--- src/rtl/mem_access_unit.sv ---
// mem_access_unit
//
// Memory-stage sequencer behind the EX/MEM pipeline register. Non-memory
// instructions pass straight through to the MEM/WB bundle in one cycle. Loads
// and stores are captured into holding registers and issued to a multi-cycle
// data memory over a req/ack handshake while the front of the pipeline is
// stalled. Store data is forwarded from WB when WB writes the register the
// store reads. A Halt instruction still retires its bundle and then parks the
// unit until reset.
//
// Ports:
//   clk, rst        clock (rising edge) and synchronous active-high reset
//   m_valid, m_in   EX bundle (49 bits) and its valid flag
//   stall_o         upstream must hold m_in/m_valid while high
//   wb_regwrite,
//   wb_wr_reg,
//   wb_data         WB-stage write port, used for store-data forwarding
//   mem_req, mem_we,
//   mem_addr,
//   mem_wdata       memory request, held stable until mem_ack
//   mem_ack,
//   mem_rdata       memory completion and read data (same cycle)
//   w_valid, w_out  registered MEM/WB bundle {result, wr_reg, RegWrite, Halt}
//   halted_o        sticky halt indicator
module mem_access_unit (
  input  logic        clk,
  input  logic        rst,
  input  logic        m_valid,
  input  logic [48:0] m_in,
  output logic        stall_o,
  input  logic        wb_regwrite,
  input  logic [3:0]  wb_wr_reg,
  input  logic [15:0] wb_data,
  output logic        mem_req,
  output logic        mem_we,
  output logic [15:0] mem_addr,
  output logic [15:0] mem_wdata,
  input  logic        mem_ack,
  input  logic [15:0] mem_rdata,
  output logic        w_valid,
  output logic [21:0] w_out,
  output logic        halted_o
);

  localparam logic [1:0] StIdle   = 2'd0;
  localparam logic [1:0] StBusy   = 2'd1;
  localparam logic [1:0] StHalted = 2'd2;

  // EX bundle fields
  logic [3:0]  w_rr2_reg;
  logic [15:0] w_alu_result;
  logic [15:0] w_store_data;
  logic [3:0]  w_wr_reg;
  logic        w_mem_write;
  logic        w_memtoreg;
  logic        w_regwrite;
  logic        w_halt;
  logic        w_mem_read;

  assign w_rr2_reg    = m_in[44:41];
  assign w_alu_result = m_in[40:25];
  assign w_store_data = m_in[24:9];
  assign w_wr_reg     = m_in[8:5];
  assign w_mem_write  = m_in[4];
  assign w_memtoreg   = m_in[3];
  assign w_regwrite   = m_in[2];
  assign w_halt       = m_in[1];
  assign w_mem_read   = m_in[0];

  // State and holding registers
  logic [1:0]  r_state;
  logic [15:0] r_addr;
  logic [15:0] r_wdata;
  logic        r_we;
  logic [3:0]  r_wr_reg;
  logic        r_memtoreg;
  logic        r_regwrite;
  logic        r_halt;
  logic        r_w_valid;
  logic [21:0] r_w_out;

  // Next-state signals
  logic [1:0]  w_state_d;
  logic        w_capture;
  logic        w_valid_d;
  logic [21:0] w_out_d;
  logic        w_fwd;
  logic [15:0] w_wdata_sel;
  logic        w_is_mem;

  // MemRead together with MemWrite is treated as a plain store.
  assign w_is_mem = w_mem_read | w_mem_write;

  // Register 0 is hard-wired, so a WB write to it must never be forwarded.
  assign w_fwd = w_mem_write & wb_regwrite & (wb_wr_reg == w_rr2_reg) & (w_rr2_reg != 4'd0);
  assign w_wdata_sel = w_fwd ? wb_data : w_store_data;

  always_comb begin
    w_state_d = r_state;
    w_capture = 1'b0;
    w_valid_d = 1'b0;
    w_out_d   = r_w_out;
    case (r_state)
      StIdle: begin
        if (m_valid) begin
          if (w_is_mem) begin
            w_capture = 1'b1;
            w_state_d = StBusy;
          end else begin
            w_valid_d = 1'b1;
            w_out_d   = {w_alu_result, w_wr_reg, w_regwrite, w_halt};
            w_state_d = w_halt ? StHalted : StIdle;
          end
        end
      end
      StBusy: begin
        if (mem_ack) begin
          w_valid_d = 1'b1;
          w_out_d   = {(r_memtoreg ? mem_rdata : r_addr), r_wr_reg, r_regwrite, r_halt};
          w_state_d = r_halt ? StHalted : StIdle;
        end
      end
      StHalted: w_state_d = StHalted;
      default:  w_state_d = StIdle;
    endcase
  end

  always_ff @(posedge clk) begin
    if (rst) begin
      r_state    <= StIdle;
      r_addr     <= 16'd0;
      r_wdata    <= 16'd0;
      r_we       <= 1'b0;
      r_wr_reg   <= 4'd0;
      r_memtoreg <= 1'b0;
      r_regwrite <= 1'b0;
      r_halt     <= 1'b0;
      r_w_valid  <= 1'b0;
      r_w_out    <= 22'd0;
    end else begin
      r_state   <= w_state_d;
      r_w_valid <= w_valid_d;
      r_w_out   <= w_out_d;
      if (w_capture) begin
        r_addr     <= w_alu_result;
        r_wdata    <= w_wdata_sel;
        r_we       <= w_mem_write;
        r_wr_reg   <= w_wr_reg;
        r_memtoreg <= w_memtoreg;
        r_regwrite <= w_regwrite;
        r_halt     <= w_halt;
      end
    end
  end

  // All control outputs decode registered state only, so neither m_in nor
  // mem_ack has a combinational path to stall_o or mem_req.
  assign stall_o   = (r_state != StIdle);
  assign mem_req   = (r_state == StBusy);
  assign halted_o  = (r_state == StHalted);
  assign mem_we    = r_we;
  assign mem_addr  = r_addr;
  assign mem_wdata = r_wdata;
  assign w_valid   = r_w_valid;
  assign w_out     = r_w_out;

endmodule

--- config.mk ---
export PLATFORM = sky130hd
export DESIGN_NAME = mem_access_unit
export DESIGN_NICKNAME = d
export VERILOG_FILES = /design/src/rtl/mem_access_unit.sv
export SDC_FILE = /design/constraint.sdc
export NUM_CORES = 1
export LEC_CHECK = 0
export BUFFER_PORTS_ARGS = -buffer_cell sky130_fd_sc_hd__clkbuf_2
export CAP_MARGIN = 10
export CORE_MARGIN = 5
export CORE_UTILIZATION = 47
export CTS_BUF_LIST = sky130_fd_sc_hd__clkbuf_2 sky130_fd_sc_hd__clkbuf_4 sky130_fd_sc_hd__clkbuf_8
export CTS_CLUSTER_SIZE = 14
export DETAILED_ROUTE_END_ITERATION = 8
export PLACE_DENSITY = 0.82
export RECOVER_POWER = 100
export REMOVE_ABC_BUFFERS = 1
export SLEW_MARGIN = 20
export SYNTH_ARGS = -nofsm -noshare
export SYNTH_HDL_FRONTEND = slang
export SYNTH_SLANG_ARGS = --single-unit
--- constraint.sdc ---
create_clock -name clk -period 1.8 [get_ports clk]
set_input_delay 0 -clock clk [delete_from_list [all_inputs] [get_ports clk]]
set_output_delay 0 -clock clk [all_outputs]
set_load 0.02 [all_outputs]
* Word level (Yosys, flattened, before mapping) *
Cells that the tools add are included.

word-level totals
  bits in registers = 65
  bits of input ports = 90
  output and inout bits = 59
  logic and storage cells = 45

cells by class
  eq/ne operators = 6
  multiplexer cells = 19
  bitwise logic cells = 4
  reduce and logical (&&, ||, !) cells = 6

operators with widths
  kind                number
  $mux 22             3
  $pmux 22 s2         1
  $mux 16             2
  $mux 2              5
  $mux 1              6
  $pmux 2 s3          1
  $eq 4x4->1          1
  $ne 2x2->1 const B  2
  $reduce_and 4->1    1
  $reduce_bool 2->1   2
  $reduce_bool 4->1   1
  $and 1x1->1         3
  $eq 2x1->1 const B  1
  $eq 2x2->1 const B  1
  $logic_not 2->1     1
  $ne 2x1->1 const B  1
  $pmux 1 s2          1
  $reduce_and 2->1    1
  $or 1x1->1          1

* Longest topological paths before layout *
Gate-level depths: netlist of the first run.

  depth after elaboration = 4
  gate-level depth with buffers = 6
  mapped depth without buffers = 4

* Worst setup path after synthesis of the first run *
No wires, ideal clock.

  kind = register to register
  start point = reg r_state[1]
  end point = reg r_w_out[17], in the netlist w_out[17]
  setup time = 0.132 ns
  arrival time = 1.408 ns
  required time = 1.668 ns
  slack = 0.259 ns
  stages on the path, launching flop included = 7
  buffers on the path = 2
  period minus slack after synthesis = 1.541 ns
  path through = dfxtp_1 > or2_1 > o22a_1 > buf_2 > buf_4 > o211ai_1 > a21oi_1

on the way
  cells in the longest elaborated chain, start to end = 3
  elaborated cells on any way between the ends = 8
  those cells by class = eq/ne: 4; mux: 1; reduce/logical: 3

ends and longest elaborated chain
  item                                                       RTL line  source
  start: declaration                                         71        logic [1:0] r_state;
  start signal: assignment                                   130       r_state <= StIdle;
  start signal: assignment                                   141       r_state <= w_state_d;
  $eq 2x1->1 / $logic_not 2->1 (equally long branches)       103       case (r_state)
  $ne 2x1->1 (no source line), or another cell as far along  -
  $reduce_and 4->1 (no source line)                          -
  end signal: assignment                                     143       r_w_out <= w_out_d;
  end: declaration                                           80        logic [21:0] r_w_out;

Several ways; a longest one is shown, not always the timed one.
A chain may end at the register's enable or synchronous reset.

* Worst setup path after layout of the first run *
  start point = reg r_state[0]
  end point = out mem_req

on the way
  cells in the longest elaborated chain, start to end = 1

ends and longest elaborated chain
  item              RTL line  source
  $eq 2x1->1        159       assign mem_req = (r_state == StBusy);
  end: declaration  34        output logic mem_req,

No other way between the ends.

==> flow_summary.toml, run 1 <==
[drt]
top_layer = "met4"
drcViolationCount = 0
drt_wl_total_mm = 10.4
vias = 3518
wl_met3_mm = 1.26
wl_met1_mm = 4.17
viasPerCell = 5.54
route.met2.wl_mm = 4.74
drtAntennaViolNets = 0
wire_per_inst_um = 16.3
drtPass1Iterations = 5
drt_iter0_drc = 112

[synthesis]
avgSynthCellArea_um2 = 8.30
synth.distinct_cells = 31
synth_mux_area_share_pct = 7.28
synth_compound_area_share_pct = 23.3
yosys.area_share.simple_pct = 19.8
synthAdderAreaFrac_pct = 0
yosysWarningCount = 0
syn-cell-area_mm2 = 0.00302
synth_seq_cells = 65
synth_top_family_by_area = "compound AO/OA/AOI/OAI gates"
yosysSeqAreaShare_pct = 43.0
yosys.area_share.xor_xnor_pct = 0.869
syn_inst = 364

[global_routing]
grt_usage_pct = 24.8
grt_pass1_wl_mm = 16.8
grt.overflow.total = 0
grt_pass1_vias = 3414
grt_max_degree = 43
antenna_found_initial = 0

[sta]
tightest_slew_ns = 1.06
drv_slew = 0
finalCritPeriodShare_pct = 92.2
fin_crit_ns = 1.66
fin_setup_tns_ns = 0
finalWorstSetupSlack_ns = 0.140
maxSlewHeadroom_pct = 29.6
setup-violations-final = 0
max_freq_mhz = 603
finalHoldViolCount = 0
rsz0062_at_grt = "false"
skew_ns = 0.0103

[clock_tree]
clock_latency_ns = 0.35
cts.clk_slew.worst_paths_ns = 0.06
clock-root-buffer = "clkbuf_8"
ctsResizeCount = 0
h-tree-depth = 3
clock_sinks = 65
cts_buffers = 9
cts_tree = "yes"
clockBufferDepth = 2

[cells_and_area]
postLayoutCoreUtil_pct = 72.9
area_growth_syn_to_layout_pct = 52.3
fin_cells = 635
largest_register_ffs = 22
ff_latch_area_mm2 = 0.00130
nNetsFinal = 643
diodes = 0
fillers = 472
drive_above_1_share_pct = 21.7
multiInputGateArea_mm2 = 0.00157

[critical_path]
rr_worst_depth = 5
timing.rr.end = "mem_addr[2]"
setup.worst_path.start = "r_state[0]"
crit_type = "flop to primary output"
cp-endpoint = "mem_req"
path_max_fanout = 27
crit_path_start_kind = "flop"
arrival_ns = 1.66
cp.required_ns = 1.80
critPathCaptureType = "primary output"
rrSetupSlack_ns = 0.20
timing.rr.start = "r_state[0]"

[floorplanning]
start_util_pct = 47.9
core_mm2 = 0.00631
die_w_um = 90.2
io_pins = 149
rows = 29
dieArea_mm2 = 0.00814
die-height_um = 90.2

[hold_path]
min_path_type = "input pin to flop"

[run]
drv_cap = 0

[power]
power.internal_w = 0.00312
pwr-share-comb_pct = 21.2
seqPwrFrac_pct = 37.7
peakVddDrop_mv = 0.687
switching_share_pct = 27.3
cellLeakagePower_nw = 1.78
clockPowerShare_pct = 41.2
power.density_mw_per_mm2 = 933
p_sw_w = 0.00117

[outcome]
status = "complete, no violations"

[placement]
portBuffers = 144
hpwlAfterDp_mm = 6.26
gp_congestion = 0.865
placed_cells = 561
pre_cts_slack_ns = 0.135
-- worst max-delay path, cell delays in order (launching register included) --
cell      delay, ns
dfxtp_1        0.52
nor2b_4        0.22
clkbuf_4       0.34
clkbuf_2       0.23
-- layer usage --
layer,up-vias,GRT usage [%]
li1,1696,-
met1,1584,29.4
met2,216,39.7
met3,22,10.6
met4,0,9.55
met5,-,0
-- layout by cell type, fill, tap and decap left out, types with 3 or more instances in the layout --
cell / count
o31ai_1: 16
dlygate4sd3_1: 57
dfxtp_1: 65
o211ai_1: 16
nand4_1: 17
buf_4: 8
bufinv_16: 5
clkbuf_8: 9
buf_12: 3
mux2i_1: 22
nor2_1: 25
a311oi_1: 16
a21oi_1: 41
nor3_1: 3
clkbuf_1: 58
clkbuf_2: 86
nand2_1: 79
a211oi_1: 7
-- how the worst min path moves through the flow --
stage,startpoint,endpoint,slack [ns],depth (start not counted)
floorplan,rst,mem_addr[0],0.07,1
global placement,m_in[8],r_wr_reg[3],0.24,3
detailed placement,m_in[32],mem_addr[7],0.25,3
CTS,m_in[4],mem_we,0.01,3
global route,m_in[4],mem_we,0.07,3
finish,m_in[4],mem_we,0.03,3
-- synthesized netlist by cell type (all sizes together) --
master,count,share of area (%)
buf,19,3.6
o21bai,1,0.25
o211ai,16,4.0
nor3b,1,0.62
clkbuf,16,2.1
a2bb2oi,1,0.29
and3b,1,0.29
a211oi,7,1.7
nor2,25,3.1
nor3,3,0.50
nand2b,2,0.41
dfxtp,65,43
o22a,1,0.29
o21ai,1,0.17
mux2i,22,7.3
and4,1,0.29
nand4,17,3.5
nor2b,4,0.83
xor2,2,0.58
a21oi,41,6.8
o22ai,1,0.41
nand2,79,9.8
a311oi,16,4.6
xnor2,1,0.29
o31ai,16,4.0
or2,2,0.41
a22oi,2,0.50
o21ba,1,0.33
-- repair_timing --
item                       CTS  global route
hold buffers                57             0
hold endpoints to repair    58             0
setup buffers                0             1
setup endpoints to repair    0             2
-- logic make-up after synthesis --
kind of cell,Yosys count
and+or+nand+nor,135
AOI/OAI and AO/OA,104
DFF,65
buffers and inverters,35
muxes,22
xor gates and xnor gates,3
-- power by group through the flow --
stage          registers (W)  logic (W)  clock network [W]
5_1_grt              0.00163   0.000990            0.00186
6_report             0.00162   0.000909            0.00177
2_1_floorplan        0.00176   0.000332                  0
4_1_cts              0.00162   0.000906            0.00180
3_5_place_dp         0.00165   0.000808                  0
3_3_place_gp         0.00164   0.000792                  0
-- per-stage QoR --
step | power [W] | hold WS [ns] | cell area [um^2]
after floorplan | 0.00210 | 0.0691 | 2850
after global placement | 0.00243 | 0.240 | 3810
after detailed placement | 0.00245 | 0.247 | 3810
after CTS | 0.00432 | 0.0137 | 4670
after global routing | 0.00448 | 0.0685 | 4600
final | 0.00429 | 0.0275 | 4600
-- cell type report --
| type | count | area share [%] |
|---|---|---|
| tap | 77 | 2.09 |
| clock buffer | 9 | 2.69 |
| timing repair buffer | 213 | 29.2 |
| clock inverter | 7 | 3.62 |
| sequential | 65 | 28.3 |
| multi-input combinational | 264 | 34.1 |
Power figures use the tool's default switching activity.
==> run 2, diff against run 1 <==
--- a/config.mk
+++ b/config.mk
@@ -7,14 +7,13 @@
 export LEC_CHECK = 0
 export BUFFER_PORTS_ARGS = -buffer_cell sky130_fd_sc_hd__clkbuf_2
 export CAP_MARGIN = 10
-export CORE_MARGIN = 5
+export CORE_MARGIN = 2
 export CORE_UTILIZATION = 47
 export CTS_BUF_LIST = sky130_fd_sc_hd__clkbuf_2 sky130_fd_sc_hd__clkbuf_4 sky130_fd_sc_hd__clkbuf_8
 export CTS_CLUSTER_SIZE = 14
 export DETAILED_ROUTE_END_ITERATION = 8
 export PLACE_DENSITY = 0.82
 export RECOVER_POWER = 100
-export REMOVE_ABC_BUFFERS = 1
 export SLEW_MARGIN = 20
 export SYNTH_ARGS = -nofsm -noshare
 export SYNTH_HDL_FRONTEND = slang
==> flow_summary.toml, run 2 (same netlist as run 1, synthesis figures left out) <==
[sta]
fin_crit_ns = 1.74
rsz0062_at_grt = "false"
tightest_slew_ns = 0.972
finalWorstSetupSlack_ns = 0.0558
maxSlewHeadroom_pct = 35.2
max_freq_mhz = 573
setup-violations-final = 0
finalCritPeriodShare_pct = 96.9
finalHoldViolCount = 0
skew_ns = 0.00767
fin_setup_tns_ns = 0
drv_slew = 0

[drt]
drtPass1Iterations = 5
wire_per_inst_um = 15.6
vias = 3562
drt_iter0_drc = 185
viasPerCell = 5.61
drtAntennaViolNets = 0
drcViolationCount = 0
drt_wl_total_mm = 9.90

[power]
power.density_mw_per_mm2 = 802
peakVddDrop_mv = 0.450
cellLeakagePower_nw = 1.74

[floorplanning]
io_pins = 149
rows = 29
core_mm2 = 0.00628
start_util_pct = 48.2
die_w_um = 84.2
die-height_um = 84.2
dieArea_mm2 = 0.00709

[critical_path]
crit_family = "simple AND/OR/NAND/NOR gates"
critical_path.slowest_cell = "dfxtp_1"
critPathBufInv = 1
cp.required_ns = 2.01
crit_type = "flop to flop"
crit_path_start_kind = "flop"
rrSetupSlack_ns = 0.06
arrival_ns = 1.95
path_max_fanout = 32
critPathCaptureType = "flop"
worstPathCellList = "nor3b_4 -> nor2b_4 -> buf_12 -> nor2_1 -> a311oi_1"
critPathMaxStageDelay_ns = 0.40

[clock_tree]
clock_sinks = 65
clock_latency_ns = 0.33
h-tree-depth = 3
cts.clk_slew.worst_paths_ns = 0.07
ctsResizeCount = 0
cts_buffers = 9
cts_tree = "yes"
clockBufferDepth = 2
clock-root-buffer = "clkbuf_8"

[cells_and_area]
multiInputGateArea_mm2 = 0.00156
ff_latch_area_mm2 = 0.00130
postLayoutCoreUtil_pct = 71.4
drive_above_1_share_pct = 21.9
largest_register_ffs = 22
diodes = 0
nNetsFinal = 644
fillers = 473
mostFrequentLayoutCell = "clkbuf_2"
area_growth_syn_to_layout_pct = 48.3
final_cell_mix = "87 x clkbuf_2, 79 x nand2_1, 65 x dfxtp_1, 57 x clkbuf_1, 56 x dlygate4sd3_1"

[synthesis]
syn_nets = 454

[placement]
hpwlAfterDp_mm = 6.10
gp_congestion = 0.831
portBuffers = 144
pre_cts_slack_ns = 0.128

[hold_path]
min_path_type = "input pin to flop"

[run]
drv_cap = 0

[global_routing]
grt.overflow.total = 0
grt_pass1_vias = 3399
grt_usage_pct = 27.3
grt_pass1_wl_mm = 15.7
antenna_found_initial = 0
grt_max_degree = 33

[outcome]
status = "complete, no violations"
run 2: cell type report:
| class | instances | share of cell area (%) |
|---|---|---|
| multi-input cells | 264 | 34.8 |
| repair buffers | 214 | 30.2 |
| flip-flops and latches | 65 | 29.0 |
| clock buffers | 12 | 3.41 |
| well taps | 77 | 2.15 |
| clock inverters | 3 | 0.391 |
run 2: worst paths after layout:
path	depth (start not counted)	to	startpoint
worst min-delay path	4	mem_we	m_in[0]
worst max-delay path	5	mem_wdata[0]	r_state[0]
worst min register to register	2	r_wr_reg[2]	r_wr_reg[2]
worst max register to register	5	mem_wdata[0]	r_state[0]
run 2: worst register-to-register path, stage by stage (launching register included):
cell      delay (ns)
dfxtp_1         0.40
nor3b_4         0.36
nor2b_4         0.24
buf_12          0.19
nor2_1          0.07
a311oi_1        0.36
run 2: per-layer routing:
layer	vias up	track usage (%)	wire length, um
li1	1702	-	-
met1	1598	31.8	3910
met2	238	46.0	4710
met3	24	7.87	1070
met4	0	13.3	216
met5	-	0	0
run 2: power by group:
part	switching, W	leakage (nW)	internal [W]
Clock	0.000514	0.0891	0.000556
Sequential	0.0000693	0.533	0.00155
Combinational	0.000535	1.11	0.000373
Total	0.00112	1.74	0.00248
run 2: timing repair:
item                                    4_1_cts  5_1_grt
hold buffers                                 56        0
buffers inserted                              0        0
endpoints found under the hold margin        49        0
endpoints found under the setup margin        0        2
run 2: through the flow:
step / instance area [um^2] / total power, W / std cells / hold slack [ns]
after floorplan: 3020 / 0.00215 / 364 / 0.136
after global placement: 3830 / 0.00244 / 564 / 0.235
after detailed placement: 3830 / 0.00246 / 564 / 0.242
after CTS: 4560 / 0.00363 / 635 / 0.00854
after global routing: 4480 / 0.00377 / 635 / 0.0352
final: 4480 / 0.00359 / 635 / 0.00907
==> run 3, diff against run 2 <==
--- a/config.mk
+++ b/config.mk
@@ -5,14 +5,14 @@
 export SDC_FILE = /design/constraint.sdc
 export NUM_CORES = 1
 export LEC_CHECK = 0
+export ABC_AREA = 1
 export BUFFER_PORTS_ARGS = -buffer_cell sky130_fd_sc_hd__clkbuf_2
 export CAP_MARGIN = 10
 export CORE_MARGIN = 2
 export CORE_UTILIZATION = 47
-export CTS_BUF_LIST = sky130_fd_sc_hd__clkbuf_2 sky130_fd_sc_hd__clkbuf_4 sky130_fd_sc_hd__clkbuf_8
 export CTS_CLUSTER_SIZE = 14
 export DETAILED_ROUTE_END_ITERATION = 8
-export PLACE_DENSITY = 0.82
+export PLACE_DENSITY = 0.8
 export RECOVER_POWER = 100
 export SLEW_MARGIN = 20
 export SYNTH_ARGS = -nofsm -noshare
==> flow_summary.toml, run 3 <==
[outcome]
status = "complete, no violations"

[cells_and_area]
final_cell_mix = "93 x nand2_1, 84 x clkbuf_2, 71 x dlygate4sd3_1, 66 x inv_1, 65 x dfxtp_1"
diodes = 0
largest_register_ffs = 22
mostFrequentLayoutCell = "nand2_1"
drive_above_1_share_pct = 20.2
nNetsFinal = 741
area_growth_syn_to_layout_pct = 44.1

[synthesis]
yosysSeqAreaShare_pct = 38.9
syn_inst = 447
ys_top_cells_by_count = "92 x nand2_1, 66 x inv_1, 65 x dfxtp_1"
yosysWarningCount = 0
synthMostInstantiatedCell = "nand2_1"
synth_ff_type = "dfxtp_1"
synth.distinct_cells = 27
yosysTopAreaCell = "dfxtp_1"
postSynth.asyncResetShare_pct = 0
synth_top_cell_area_share_pct = 38.9
syn_nets = 537
synth_area_leaders = "dfxtp_1 39%, nand2_1 10%, a211oi_2 8.2%"
syn-cell-area_mm2 = 0.00334
synth_seq_cells = 65
avgSynthCellArea_um2 = 7.48
synth_edf_count = 0

[clock_tree]
ctsResizeCount = 0
cts_buffers = 9
h-tree-depth = 3
cts_tree = "yes"
clock-root-buffer = "clkbuf_8"
post_cts_buffers = 0
clock_latency_ns = 0.33
clockBufferDepth = 2
cts.clk_slew.worst_paths_ns = 0.07
clock_sinks = 65
hold_buffers = 71

[hold_path]
min_path_type = "input pin to flop"
hold_depth = 3
hp-start = "m_valid"
hold-path-endpoint = "r_state[1]"

[critical_path]
rr_worst_depth = 8
timing.rr.start = "r_state[1]"
critical_path.slowest_cell = "dfxtp_1"
arrival_ns = 1.84
timing.rr.end = "mem_wdata[13]"
critPathBufInv = 3
path_max_fanout = 43
rrSetupSlack_ns = 0.23
crit_family = "simple AND/OR/NAND/NOR gates"
worstPathCellList = "nor2_1 -> nand2_2 -> nor2_8 -> clkinvlp_2 -> buf_12 -> a21oi_2 -> nand2_1 -> inv_1"
critPathMaxStageDelay_ns = 0.35
crit_type = "flop to flop"
cp.required_ns = 2.07
critPathCaptureType = "flop"
crit_path_start_kind = "flop"

[drt]
wire_per_inst_um = 13.6
drt_wl_total_mm = 10.2
vias = 3837
viasPerCell = 5.11
drcViolationCount = 0
drt_iter0_drc = 194
drtAntennaViolNets = 0
drtPass1Iterations = 5

[floorplanning]
io_pins = 149
die-height_um = 88.3
start_util_pct = 48.9
core_mm2 = 0.00683
die_w_um = 88.3
rows = 30
dieArea_mm2 = 0.00780

[sta]
fin_crit_ns = 1.57
whs_ns = 0.0396
max_freq_mhz = 638
skew_ns = 0.00622
setup-violations-final = 0
fin_setup_tns_ns = 0
finalCritPeriodShare_pct = 87.1
drv_slew = 0
maxSlewHeadroom_pct = 70.7
rsz0062_at_grt = "false"
tightest_slew_ns = 0.439
finalHoldViolCount = 0

[global_routing]
grt_usage_pct = 26.2
grt_pass1_vias = 3617
grt_max_degree = 66
antenna_found_initial = 0
grt.overflow.total = 0
grt_pass1_wl_mm = 16.2

[placement]
gp_congestion = 0.775
hpwlAfterDp_mm = 5.80
portBuffers = 144

[power]
cellLeakagePower_nw = 2.25
peakVddDrop_mv = 0.347
power.density_mw_per_mm2 = 775

[run]
drv_cap = 0
[run 3: cell types whose count changed after synthesis, moves of 13 or more]
cell and delta:
a31oi_1 +18, o31ai_1 -16, nand2_1 +13, a211oi_2 +22, inv_1 +66, nand3_1 +33, nand4_1 -17, o211ai_1 -16
o21bai_1 +16, a311oi_1 -16, mux2i_1 -22
[run 3: routing by layer]
layer	global-route usage, %	share of wire [%]	vias to the layer above
met4	8.82	1.8	0
met3	8.49	11	27
met5	0	0	-
met2	44.0	46	243
met1	31.9	41	1705
li1	-	-	1862
[run 3: worst reg2reg max path: cells and delay by family (launching register included)]
family | cells | cell delay [ns]
flops | 1 | 0.35
buf+inv | 3 | 0.44
compound gates | 1 | 0.17
simple gates | 4 | 0.55
[run 3: final cells by class]
type,count,area (um^2)
Fill cell,568,2010
Multi-Input combinational cell,283,1510
Timing Repair Buffer,221,1440
Sequential cell,65,1300
Inverter,71,270
Clock buffer,13,169
Tap cell,96,120
Clock inverter,2,12.5
[run 3: worst max-delay path by stage]
stage                     startpoint             to  slack, ns  depth (start not counted)
final                     r_state[1]  mem_wdata[13]       0.23                          8
after global routing      r_state[1]   mem_wdata[6]       0.10                          8
after CTS                    m_in[4]       w_out[3]       0.30                          9
after detailed placement  r_state[0]       w_out[3]       0.33                          8
after global placement    r_state[0]       w_out[1]       0.40                          8
after floorplan           r_state[0]       w_out[1]       0.49                          8
[run 3: kinds of logic after synthesis]
logic type      after synthesis  share of synthesized area (%)
simple gates                163                           21.3
buf+inv                      99                           13.8
flops                        65                           38.9
compound gates              120                           26.0
[run 3: power breakdown]
part	total [W]	switching [W]	leakage (nW)	internal [W]
clock	0.00112	0.000519	0.0915	0.000604
sequential	0.00163	0.0000635	0.536	0.00156
combinational	0.000984	0.000594	1.62	0.000390
[run 3: metrics by stage]
step                utilization (%)  setup WS, ns  instance area (um^2)  instances  total power (W)
finish                         70.5         0.232                  4820        751          0.00374
global route                   70.5         0.101                  4820        751          0.00392
CTS                            72.7         0.297                  4970        751          0.00380
detailed placement             59.7         0.334                  4080        665          0.00255
global placement               59.7         0.399                  4080        665          0.00252
floorplan                         -         0.491                  3340        447          0.00226
